**src/rtl/ahb_arbiter_if.sv**
```systemverilog
// Arbiter-side bus bundle: request/lock/transfer status in, grant and mux selects out.
// The slave modport is the arbiter's view; the master modport is the bus/master side.
interface ahb_arbiter_if;
    logic [2:0] hbusreq;
    logic [2:0] hlock;
    logic       hready;
    logic [1:0] htrans;
    logic [2:0] hburst;
    logic [2:0] hgrant;
    logic [1:0] addr_sel;
    logic [1:0] data_sel;
    logic       hmastlock;

    modport slave (
        input  hbusreq, hlock, hready, htrans, hburst,
        output hgrant, addr_sel, data_sel, hmastlock
    );

    modport master (
        output hbusreq, hlock, hready, htrans, hburst,
        input  hgrant, addr_sel, data_sel, hmastlock
    );
endinterface

```
**src/rtl/ahb_arbiter.sv**
```systemverilog
// Three-master round-robin AHB arbiter with locked-transfer and fixed-length-burst protection.
// Drives the registered one-hot grant plus the address-phase and data-phase mux selects.
module ahb_arbiter #(
    parameter logic [1:0] MASTER1 = 2'b00,
    parameter logic [1:0] MASTER2 = 2'b01,
    parameter logic [1:0] MASTER3 = 2'b10
) (
    input  logic         hclk,
    input  logic         hreset,
    ahb_arbiter_if.slave bus
);

    localparam logic [1:0] TR_NONSEQ = 2'b10;
    localparam logic [1:0] TR_SEQ    = 2'b11;

    logic [2:0] hgrant_q,    hgrant_d;
    logic [1:0] addr_sel_q,  addr_sel_d;
    logic [1:0] data_sel_q,  data_sel_d;
    logic       hmastlock_q, hmastlock_d;
    logic [3:0] cnt_q,       cnt_d;
    logic [1:0] rr_last_q,   rr_last_d;

    logic [1:0] owner_idx;
    logic [1:0] win_idx;
    logic       win_found;
    logic       locked;
    logic       rearb;
    int         start_i;
    int         cand_i;

    function automatic logic [1:0] enc_of(input logic [1:0] idx);
        case (idx)
            2'd1:    return MASTER2;
            2'd2:    return MASTER3;
            default: return MASTER1;
        endcase
    endfunction

    function automatic int idx_of(input logic [1:0] enc);
        if (enc == MASTER2) return 1;
        if (enc == MASTER3) return 2;
        return 0;
    endfunction

    always_comb begin
        // NOTE: every variable gets a default before any branch, so no path can infer a latch.
        cnt_d       = cnt_q;
        hgrant_d    = hgrant_q;
        rr_last_d   = rr_last_q;
        addr_sel_d  = addr_sel_q;
        data_sel_d  = data_sel_q;
        hmastlock_d = hmastlock_q;
        win_idx     = 2'd0;
        win_found   = 1'b0;
        cand_i      = 0;

        case (hgrant_q)
            3'b010:  owner_idx = 2'd1;
            3'b100:  owner_idx = 2'd2;
            default: owner_idx = 2'd0;
        endcase

        if (bus.hready) begin
            if (bus.htrans == TR_NONSEQ) begin
                case (bus.hburst)
                    3'b010, 3'b011: cnt_d = 4'd3;
                    3'b100, 3'b101: cnt_d = 4'd7;
                    3'b110, 3'b111: cnt_d = 4'd15;
                    default:        cnt_d = 4'd0;
                endcase
            end else if (bus.htrans == TR_SEQ && cnt_q != 4'd0) begin
                cnt_d = cnt_q - 4'd1;
            end
        end

        // Arbitrate only when no fixed-burst beats remain after this edge, which also
        // blocks the NONSEQ edge that starts a burst.
        locked = bus.hlock[owner_idx] & bus.hbusreq[owner_idx];
        rearb  = bus.hready && (cnt_d == 4'd0) && !locked;

        start_i = idx_of(rr_last_q);
        for (int k = 1; k <= 3; k++) begin
            cand_i = (start_i + k) % 3;
            if (!win_found && bus.hbusreq[cand_i]) begin
                win_found = 1'b1;
                win_idx   = 2'(cand_i);
            end
        end

        if (rearb) begin
            if (win_found) begin
                hgrant_d  = 3'b001 << win_idx;
                rr_last_d = enc_of(win_idx);
            end else begin
                hgrant_d  = 3'b001;
            end
        end

        if (bus.hready) begin
            addr_sel_d  = enc_of(owner_idx);
            hmastlock_d = bus.hlock[owner_idx];
            data_sel_d  = addr_sel_q;
        end
    end

    always_ff @(posedge hclk) begin
        // NOTE: sequential state uses non-blocking assignments so all flops update from pre-edge values.
        if (hreset) begin
            hgrant_q    <= 3'b001;
            addr_sel_q  <= MASTER1;
            data_sel_q  <= MASTER1;
            hmastlock_q <= 1'b0;
            cnt_q       <= 4'd0;
            rr_last_q   <= MASTER1;
        end else begin
            hgrant_q    <= hgrant_d;
            addr_sel_q  <= addr_sel_d;
            data_sel_q  <= data_sel_d;
            hmastlock_q <= hmastlock_d;
            cnt_q       <= cnt_d;
            rr_last_q   <= rr_last_d;
        end
    end

    assign bus.hgrant    = hgrant_q;
    assign bus.addr_sel  = addr_sel_q;
    assign bus.data_sel  = data_sel_q;
    assign bus.hmastlock = hmastlock_q;

endmodule

```
**src/flat_wrapper.sv**
```systemverilog
// flat-port wrapper written by rule: the top's interface ports become plain ports
module ahb_arbiter_flat 
#(
    parameter logic [1:0] MASTER1 = 2'b00,
    parameter logic [1:0] MASTER2 = 2'b01,
    parameter logic [1:0] MASTER3 = 2'b10
)
  (hclk, hreset, bus_hbusreq, bus_hlock, bus_hready, bus_htrans, bus_hburst, bus_hgrant, bus_addr_sel, bus_data_sel, bus_hmastlock);
  ahb_arbiter_if bus_i ();
  input  logic hclk;
  input  logic hreset;
  input wire logic [$bits(bus_i.hbusreq)-1:0] bus_hbusreq;
  input wire logic [$bits(bus_i.hlock)-1:0] bus_hlock;
  input wire logic [$bits(bus_i.hready)-1:0] bus_hready;
  input wire logic [$bits(bus_i.htrans)-1:0] bus_htrans;
  input wire logic [$bits(bus_i.hburst)-1:0] bus_hburst;
  output wire logic [$bits(bus_i.hgrant)-1:0] bus_hgrant;
  output wire logic [$bits(bus_i.addr_sel)-1:0] bus_addr_sel;
  output wire logic [$bits(bus_i.data_sel)-1:0] bus_data_sel;
  output wire logic [$bits(bus_i.hmastlock)-1:0] bus_hmastlock;
  assign bus_i.hbusreq = bus_hbusreq;
  assign bus_i.hlock = bus_hlock;
  assign bus_i.hready = bus_hready;
  assign bus_i.htrans = bus_htrans;
  assign bus_i.hburst = bus_hburst;
  assign bus_hgrant = bus_i.hgrant;
  assign bus_addr_sel = bus_i.addr_sel;
  assign bus_data_sel = bus_i.data_sel;
  assign bus_hmastlock = bus_i.hmastlock;
  ahb_arbiter #(.MASTER1(MASTER1), .MASTER2(MASTER2), .MASTER3(MASTER3)) u_core (.hclk(hclk), .hreset(hreset), .bus(bus_i));
endmodule
```
**config.mk**
```make
export PLATFORM = sky130hd
export DESIGN_NAME = ahb_arbiter_flat
export DESIGN_NICKNAME = d
export VERILOG_FILES = /design/src/rtl/ahb_arbiter_if.sv /design/src/rtl/ahb_arbiter.sv /design/src/flat_wrapper.sv
export SDC_FILE = /design/constraint.sdc
export NUM_CORES = 1
export LEC_CHECK = 0
export CAP_MARGIN = 20
export CORE_MARGIN = 1.5
export CORE_UTILIZATION = 60
export DETAILED_ROUTE_END_ITERATION = 6
export DONT_BUFFER_PORTS = 1
export PLACE_DENSITY = 0.73
export RECOVER_POWER = 25
export SLEW_MARGIN = 10
export SYNTH_ARGS = -nofsm -noshare
export SYNTH_HDL_FRONTEND = slang
export SYNTH_SLANG_ARGS = --single-unit
```
**constraint.sdc**
```tcl
create_clock -name hclk -period 2.79 [get_ports hclk]
set_input_delay 0.6975 -clock hclk [delete_from_list [all_inputs] [get_ports hclk]]
set_output_delay 0.6975 -clock hclk [all_outputs]
set_load 0.01 [all_outputs]
```
==> metrics.yaml, run 1 <==
status: "complete, no violations"
ys_types: 42
nFillCells: 136
startpoint: "u_core.cnt_q[0]"
clk_latency_ns: 0.28
synth_compound_area_share_pct: 22.1
setup_violations: 0
wl_per_cell_um: 13.3
crit_slowest_cell: "or4_1"
dpl.cell_count: 122
final.setup.tns_ns: 0
cp-end-kind: "flip-flop"
wl_met3_um: 82
drtIter0Drc: 8
via_per_inst: 6.11
yosysWarningCount: 0
critPathMaxFanout: 8
io-pin-count: 22
syn2layout_area_growth_pct: 2.02
min_path_type: "in2reg"
synthesis.area_um2: 930
clock.fmax_mhz: 418
routed.top_layer: "met3"
path_class: "reg2reg"
cts_hold_buf: 0
start_kind: "flip-flop"
ys_seq_area_share_pct: 30.1
cts_sinks: 14
fin_crit_sh_pct: 85.7
period_minus_slack_ns: 2.39
antenna_found_initial: 0
hpwl_um: 1240
internal_power_mw: 0.333
clk_pin_slew_worst_paths_ns: 0.08
slew_viol_final: 0
cts_tree: "built"
max_stage_delay_ns: 0.57
min-delay-start: "hreset"
power_density_nw_per_um2: 484
leakage_nw: 0.340
start_util_pct: 63.2
fin_nets: 128
vias: 770
tightest_slew_ns: 0.343
layout_common_cells: "dfxtp_1, nor2_1, a21oi_1"
post-place-ws_ns: 0.467
slew_headroom_pct: 77.1
h-tree-depth: 1
die_h_um: 42.4
synth_enable_flop_cells: 0
track_usage_pct: 20.4
seq_power_share_pct: 49.4
finish.utilization_pct: 64.5
root_buffer: "clkbuf_4"
synth-xor-area-share_pct: 0.942
overflow: 0
wl_met1_um: 873
cp.required_ns: 3.00
finalHoldViolCount: 0
route.detailed.drc: 0
ys.flop_type: "dfxtp_1"
ys_ff_latch: 14
dieArea_um2: 1790
die_w_um: 42.4
maxCapViolations: 0
cts_buffers: 3
drtPass1Iterations: 4
worstPathCellList: "inv_1 -> ha_1 -> nor3b_2 -> a31o_2 -> nor3_1 -> or3_1 -> or4_1 -> o21ai_1"
detail-route-antenna-nets: 0
peakVddDrop_uv: 363
cp_top_family: "simple AND/OR/NAND/NOR gates"
fin_cells: 126
gp_congestion: 0.801
rsz0062_at_grt: "false"
cts_resized: 0
fin_ws_ns: 0.398
switchingPower_mw: 0.126
drt_wl_total_um: 1680
finalPower_mw: 0.459
post_cts_buffers: 0
grt_pass1_vias: 728
synth_fp_nets: 129
power_frac_comb_pct: 19.7
grt_first_pass_wirelength_um: 2930
insertedDiodeCount: 0
r2r-start: "u_core.cnt_q[0]"
clockBufferDepth: 2
cp.arrival_ns: 2.60
wl_met2_um: 727
clock_skew_ns: 0.00560
rows: 14
grt_max_degree: 16
synth_area_per_cell_um2: 8.30
async_reset_ff_share_pct: 0
clkPwrFrac_pct: 31.0
synth_mux_area_share_pct: 6.46
path_buf_inv: 1
synth_top_family_by_area: "simple AND/OR/NAND/NOR gates"
drive_gt1_share_pct: 9.09
final_common_cell: "dfxtp_1"
synth-simple-area-share_pct: 30.0
sw_frac_of_total_pct: 27.4
synthCells: 112
io_buffers: 0
synth_fa_ha_area_share_pct: 4.04
core_um2: 1470
-- flip-flops by register name (all words and copies together) (netlist names) --
register,cells
u_core.bus.data_sel,2
u_core.bus.hgrant,3
u_core.bus.hmastlock,1
u_core.rr_last_q,2
u_core.cnt_q,4
u_core.bus.addr_sel,2
-- cells in the mapped netlist, types with 2 or more instances --
cell type	number	share of area, %
o211ai_1	3	2.4
buf_2	2	1.1
or4_1	2	1.6
mux2i_1	6	6.5
a21oi_1	8	4.3
nor4_1	2	1.3
or3_1	3	2.0
ha_1	3	4.0
inv_1	7	2.8
nand3_1	2	1.1
clkbuf_1	3	1.2
nand3b_1	4	3.2
nor3b_1	2	1.6
nor3b_2	2	2.7
nor2b_1	2	1.3
dfxtp_1	14	30
o31ai_1	2	1.6
nand2_1	3	1.2
o21ai_1	2	1.1
nor3_1	5	2.7
nor2_1	11	4.4
o21ai_0	4	2.2
-- layer usage --
| layer | GRT usage [%] | vias to the layer above |
|---|---|---|
| met5 | 0 | - |
| met4 | 3.75 | 0 |
| met3 | 7.33 | 0 |
| met2 | 30.2 | 19 |
| met1 | 29.0 | 339 |
| li1 | - | 412 |
-- layout make-up --
class / instances / area (um^2) / share of cell area, %
clock buffers: 4 / 36.3 / 3.83
inverters: 7 / 26.3 / 2.77
multi-input cells: 85 / 586 / 61.7
flip-flops and latches: 14 / 280 / 29.6
well taps: 16 / 20.0 / 2.11
-- cells by family after synthesis --
kind of cell | after synthesis
fa+ha+maj | 3
mux | 6
xor+xnor | 1
buf+inv | 13
simple gates | 44
compound gates | 31
flops | 14
-- power by group through the flow --
stage               combinational, mW  clock [mW]  sequential, mW
floorplan                      0.0873           0           0.227
global placement               0.0875           0           0.231
detailed placement             0.0895           0           0.231
CTS                            0.0900       0.147           0.227
global route                    0.105       0.156           0.229
finish                         0.0902       0.142           0.226
-- metrics by stage --
stage               hold WS [ns]  instance area, um^2
floorplan                  0.466                  930
global placement           0.481                  917
detailed placement         0.484                  917
CTS                        0.469                  953
global route               0.465                  948
finish                     0.476                  948
-- final timing paths --
check | end | slack [ns] | cells past startpoint
min | u_core.rr_last_q[0] | 0.48 | 1
max | u_core.bus.hgrant[2] | 0.40 | 8
min reg2reg | u_core.rr_last_q[0] | 0.50 | 2
max reg2reg | u_core.bus.hgrant[2] | 0.40 | 8
Note: power is estimated with default switching activity, not from simulation.
==> inputs of run 2 (changes only) <==
CORE_UTILIZATION = 64   (was 60)
CTS_BUF_LIST = sky130_fd_sc_hd__clkbuf_4 sky130_fd_sc_hd__clkbuf_8   (was not set)
PLACE_DENSITY = 0.77   (was 0.73)
==> metrics.yaml, run 2 (synthesis gave the netlist of run 1 again) <==
finalHoldViolCount: 0  # unchanged
final.setup.tns_ns: 0  # unchanged
clock.fmax_mhz: 426  # was 418 MHz
drt_wl_total_um: 1900  # was 1680 um
reg2reg_to: "u_core.rr_last_q[0]"  # was u_core.bus.hgrant[2]
min-delay-start: "hreset"  # unchanged
grt_pass1_vias: 623  # was 728
rsz0062_at_grt: "false"  # unchanged
vias: 825  # was 770
layout_common_cells: "dfxtp_1, nor2_1, a21oi_1"  # unchanged
peakVddDrop_uv: 278  # was 363 uV
cts_buffers: 3  # unchanged
cp-end-kind: "flip-flop"  # unchanged
start_kind: "flip-flop"  # unchanged
final_common_cell: "dfxtp_1"  # unchanged
setup_violations: 0  # unchanged
maxCapViolations: 0  # unchanged
max_stage_delay_ns: 0.53  # was 0.57 ns
slew_viol_final: 0  # unchanged
fin_area_um2: 947  # was 948 um^2
clock_skew_ns: 0.00744  # was 0.00560 ns
crit_slowest_cell: "or4_1"  # unchanged
hold_path_end: "u_core.bus.hgrant[1]"  # was u_core.rr_last_q[0]
dieArea_um2: 1690  # was 1790 um^2
period_minus_slack_ns: 2.35  # was 2.39 ns
insertedDiodeCount: 0  # unchanged
finish.utilization_pct: 71.0  # was 64.5%
leakage_nw: 0.340  # unchanged
overflow: 0  # unchanged
h-tree-depth: 1  # unchanged
detail-route-antenna-nets: 0  # unchanged
cts_hold_buf: 0  # unchanged
fin_nets: 128  # unchanged
whs_path_depth: 1  # unchanged
fin_crit_sh_pct: 84.2  # was 85.7%
track_usage_pct: 23.8  # was 20.4%
cp.arrival_ns: 2.57  # was 2.60 ns
clockBufferDepth: 2  # unchanged
rows: 13  # was 14
grt_max_degree: 16  # unchanged
die_h_um: 41.1  # was 42.4 um
cts_sinks: 14  # unchanged
start_util_pct: 69.7  # was 63.2%
place_area_um2: 916  # was 917 um^2
die_w_um: 41.1  # was 42.4 um
grt_first_pass_wirelength_um: 2570  # was 2930 um
min_path_type: "in2reg"  # unchanged
power_density_nw_per_um2: 493  # was 484 nW/um^2
fin_cells: 125  # was 126
largest_reg_flops: 4  # unchanged
cts_tree: "built"  # unchanged
critPathMaxFanout: 8  # unchanged
antenna_found_initial: 0  # unchanged
worst_r2r_path_depth: 8  # unchanged
gp_congestion: 0.734  # was 0.801
drive_gt1_share_pct: 9.09  # unchanged
io-pin-count: 22  # unchanged
worstPathCellList: "inv_1 -> ha_1 -> nor3b_2 -> nor4_1 -> nor3_1 -> or3_1 -> or4_1 -> a21oi_1"  # was inv_1 -> ha_1 -> nor3b_2 -> a31o_2 -> nor3_1 -> or3_1 -> or4_1 -> o21ai_1
status: "complete, no violations"  # unchanged
tightest_slew_ns: 0.363  # was 0.343 ns
drtIter0Drc: 18  # was 8
clk_latency_ns: 0.28  # about the same
path_class: "reg2reg"  # unchanged
r2r_slack_ns: 0.44  # was 0.40 ns
route.detailed.drc: 0  # unchanged
clk_pin_slew_worst_paths_ns: 0.09  # was 0.08 ns
max_flop_register: "u_core.cnt_q"  # unchanged
core_um2: 1330  # was 1470 um^2
drtPass1Iterations: 4  # unchanged
slew_headroom_pct: 75.8  # was 77.1%
cp.required_ns: 3.01  # was 3.00 ns
wl_per_cell_um: 15.2  # was 13.3 um
syn2layout_area_growth_pct: 1.88  # was 2.02%
r2r-start: "u_core.cnt_q[1]"  # was u_core.cnt_q[0]
cts_resized: 0  # unchanged
via_per_inst: 6.60  # was 6.11
io_buffers: 0  # unchanged
post_cts_buffers: 0  # unchanged
root_buffer: "clkbuf_4"  # unchanged
dpl.cell_count: 121  # was 122
hpwl_um: 1360  # was 1240 um
-- run 2: metrics by stage --
step / hold slack [ns] / worst slack, ns / total power [mW]
CTS: 0.466 / 0.477 / 0.466
detailed placement: 0.488 / 0.464 / 0.323
global placement: 0.473 / 0.470 / 0.319
finish: 0.467 / 0.442 / 0.467
floorplan: 0.466 / 0.391 / 0.315
global route: 0.456 / 0.279 / 0.489
-- run 2: routing by layer --
metal | vias to the layer above | GRT usage, % | routed length [um]
met1 | 371 | 33.8 | 962
met2 | 36 | 33.6 | 793
met4 | 0 | 12.1 | 19
li1 | 414 | - | -
met5 | - | 0 | 0
met3 | 4 | 4.89 | 124
-- run 2: worst max-delay path by stage --
| stage | from | endpoint | slack (ns) |
|---|---|---|---|
| finish | u_core.cnt_q[1] | u_core.rr_last_q[0] | 0.44 |
| global route | u_core.cnt_q[0] | u_core.bus.hgrant[2] | 0.28 |
| CTS | u_core.cnt_q[1] | u_core.bus.hgrant[2] | 0.48 |
| detailed placement | bus_htrans[1] | u_core.rr_last_q[0] | 0.46 |
| global placement | bus_hready | u_core.bus.hgrant[2] | 0.47 |
| floorplan | bus_htrans[0] | u_core.rr_last_q[0] | 0.39 |
-- run 2: layout make-up --
type | instances | area, um^2
tap | 15 | 18.8
multi-input combinational | 85 | 586
sequential | 14 | 280
fill | 109 | 387
inverter | 7 | 26.3
clock buffer | 4 | 36.3
-- run 2: where the power goes --
part           internal, mW  total, mW  switching, mW
clock                0.0794      0.147         0.0680
sequential            0.210      0.227         0.0168
combinational        0.0439     0.0932         0.0493
-- run 2: worst max-delay path, delay by kind of cell, from the launching register on --
kind                       cells  cell delay, ns
and+or+nand+nor                5            1.47
DFF                            1            0.39
adders and majority gates      1            0.22
AOI/OAI and AO/OA              1            0.13
buffers and inverters          1            0.08
==> inputs of run 3 (changes only) <==
ABC_AREA = 1   (was not set)
CORE_UTILIZATION = 65   (was 64)
PLACE_DENSITY = 0.78   (was 0.77)
clock period = 2.3 ns   (was 2.79 ns; I/O delays follow)
==> metrics.yaml, run 3 <==
clock.fmax_mhz: 542  # was 426 MHz
route.detailed.drc: 0  # unchanged
clock_skew_ns: 0.00926  # was 0.00744 ns
rsz0062_at_grt: "false"  # unchanged
via_per_inst: 5.57  # was 6.60
min-delay-start: "hreset"  # unchanged
root_buffer: "clkbuf_4"  # unchanged
synth_area_leader_cell: "dfxtp_1"  # unchanged
fin_crit_sh_pct: 80.2  # was 84.2%
status: "complete, no violations"  # unchanged
synth_enable_flop_cells: 0  # unchanged
synth_area_per_cell_um2: 6.14  # was 8.30 um^2
start_util_pct: 68.4  # was 69.7%
worstPathCellList: "inv_1 -> ha_1 -> inv_1 -> nand2_1 -> nand2_1 -> nand2_1 -> inv_1 -> nand2_1 -> nor2_1 -> nand2_1 -> nand2_1 -> nand4_1 -> a21oi_1"  # was inv_1 -> ha_1 -> nor3b_2 -> nor4_1 -> nor3_1 -> or3_1 -> or4_1 -> a21oi_1
grt_pass1_vias: 976  # was 623
synth_commonest_cells: "nand2_1, inv_1, nand3_1"  # was dfxtp_1, nor2_1, a21oi_1
drtIter0Drc: 18  # unchanged
max_flop_register: "u_core.cnt_q"  # unchanged
yosys-top-cells-area: "dfxtp_1, nand2_1, inv_1"  # was dfxtp_1, mux2i_1, nor2_1
maxCapViolations: 0  # unchanged
insertedDiodeCount: 0  # unchanged
yosysWarningCount: 0  # unchanged
h-tree-depth: 1  # unchanged
max_stage_delay_ns: 0.38  # was 0.53 ns
yosys.cell_count.top_type: "nand2_1"  # was dfxtp_1
rows: 14  # was 13
syn2layout_area_growth_pct: 3.93  # was 1.88%
antenna_found_initial: 0  # unchanged
final_common_cell: "nand2_1"  # was dfxtp_1
yosysTopAreaCellShare_pct: 27.5  # was 30.1%
min_path_type: "in2reg"  # unchanged
cpMostUsedCell: "nand2_1"
synthesis.area_um2: 1020  # was 930 um^2
cp-end-kind: "flip-flop"  # unchanged
period_minus_slack_ns: 1.84  # was 2.35 ns
ys.flop_type: "dfxtp_1"  # unchanged
ys_seq_area_share_pct: 27.5  # was 30.1%
dieArea_um2: 1810  # was 1690 um^2
core_um2: 1490  # was 1330 um^2
path_class: "reg2reg"  # unchanged
cts_sinks: 14  # unchanged
die_h_um: 42.6  # was 41.1 um
drive_gt1_share_pct: 13.1  # was 9.09%
power_density_nw_per_um2: 547  # was 493 nW/um^2
cp.arrival_ns: 2.07  # was 2.57 ns
cp_top_family: "simple AND/OR/NAND/NOR gates"  # unchanged
cts_tree: "built"  # unchanged
hpwl_um: 1700  # was 1360 um
post_cts_buffers: 0  # unchanged
clk_latency_ns: 0.29  # was 0.28 ns
wl_per_cell_um: 11.5  # was 15.2 um
cts_buffers: 3  # unchanged
whs_ns: 0.334  # was 0.467 ns
clk_pin_slew_worst_paths_ns: 0.09  # about the same
peakVddDrop_uv: 296  # was 278 uV
cp.required_ns: 2.53  # was 3.01 ns
overflow: 0  # unchanged
r2r-start: "u_core.rr_last_q[0]"  # was u_core.cnt_q[1]
ys_ff_latch: 14  # unchanged
finalPower_mw: 0.579  # was 0.467 mW
clockBufferDepth: 2  # unchanged
die_w_um: 42.6  # was 41.1 um
io-pin-count: 22  # unchanged
setup_violations: 0  # unchanged
layout_common_cells: "nand2_1, inv_1, nand3_1"  # was dfxtp_1, nor2_1, a21oi_1
drtPass1Iterations: 4  # unchanged
cts_resized: 0  # unchanged
tightest_slew_ns: 0.292  # was 0.363 ns
fin_ws_ns: 0.455  # was 0.442 ns
async_reset_ff_share_pct: 0  # unchanged
critPathMaxFanout: 4  # was 8
io_buffers: 0  # unchanged
ys_types: 23  # was 42
slew_headroom_pct: 80.5  # was 75.8%
finalHoldViolCount: 0  # unchanged
startpoint: "u_core.rr_last_q[0]"  # was u_core.cnt_q[1]
gp_congestion: 0.847  # was 0.734
synth_fp_nets: 183  # was 129
leakage_nw: 0.524  # was 0.340 nW
grt_max_degree: 14  # was 16
track_usage_pct: 26.6  # was 23.8%
largest_reg_flops: 4  # unchanged
synthCells: 166  # was 112
slew_viol_final: 0  # unchanged
detail-route-antenna-nets: 0  # unchanged
grt_first_pass_wirelength_um: 3680  # was 2570 um
final.setup.tns_ns: 0  # unchanged
start_kind: "flip-flop"  # unchanged
vias: 1025  # was 825
post-place-ws_ns: 0.513  # was 0.464 ns
path_buf_inv: 3  # was 1
fin_nets: 186  # was 128
drt_wl_total_um: 2120  # was 1900 um
cts_hold_buf: 0  # unchanged
crit_slowest_cell: "dfxtp_1"  # was or4_1
[run 3: path summary, 6_finish.rpt]
path	end	slack, ns	cells after the start
setup / recovery	u_core.rr_last_q[0]	0.46	13
hold / removal	u_core.bus.hgrant[1]	0.33	1
hold reg to reg	u_core.rr_last_q[1]	0.49	2
setup reg to reg	u_core.rr_last_q[0]	0.46	13
[run 3: cell type report]
class / instances / area [um^2]
sequential: 14 / 280
clock buffer: 4 / 36.3
tap: 16 / 20.0
multi-input combinational: 119 / 606
fill: 135 / 430
inverter: 31 / 116
[run 3: worst reg2reg max path: cells and delay by family (launching register included)]
kind | cells | cell delay (ns)
simple gates | 8 | 0.63
compound gates | 1 | 0.15
flops | 1 | 0.38
buf+inv | 3 | 0.28
fa+ha+maj | 1 | 0.33
[run 3: report_power, final]
group / internal, mW / total [mW] / switching (mW)
Combinational: 0.0431 / 0.126 / 0.0824
Sequential: 0.255 / 0.270 / 0.0149
Clock: 0.0965 / 0.183 / 0.0868
Total: 0.395 / 0.579 / 0.184
[run 3: logic make-up (layout without fill, tap and decap cells)]
logic type | count (synthesis) | count (layout) | share of synthesized area (%)
and+or+nand+nor | 92 | 92 | 42.9
buffers and inverters | 33 | 35 | 12.5
AOI/OAI and AO/OA | 24 | 24 | 13.4
DFF | 14 | 14 | 27.5
adders and majority gates | 3 | 3 | 3.69
[run 3: layer usage]
metal / GRT usage [%] / share of wire [%] / vias up
li1: - / - / 536
met1: 30.9 / 44 / 445
met2: 45.2 / 47 / 35
met3: 4.74 / 5.7 / 9
met4: 15.6 / 2.6 / 0
met5: 0 / 0 / -
[run 3: per-stage QoR]
step,area (um^2),utilization (%),std cells
floorplan,1020,-,166
global placement,1030,69.0,180
detailed placement,1030,69.0,180
CTS,1060,71.4,184
global route,1060,71.1,184
finish,1060,71.1,184
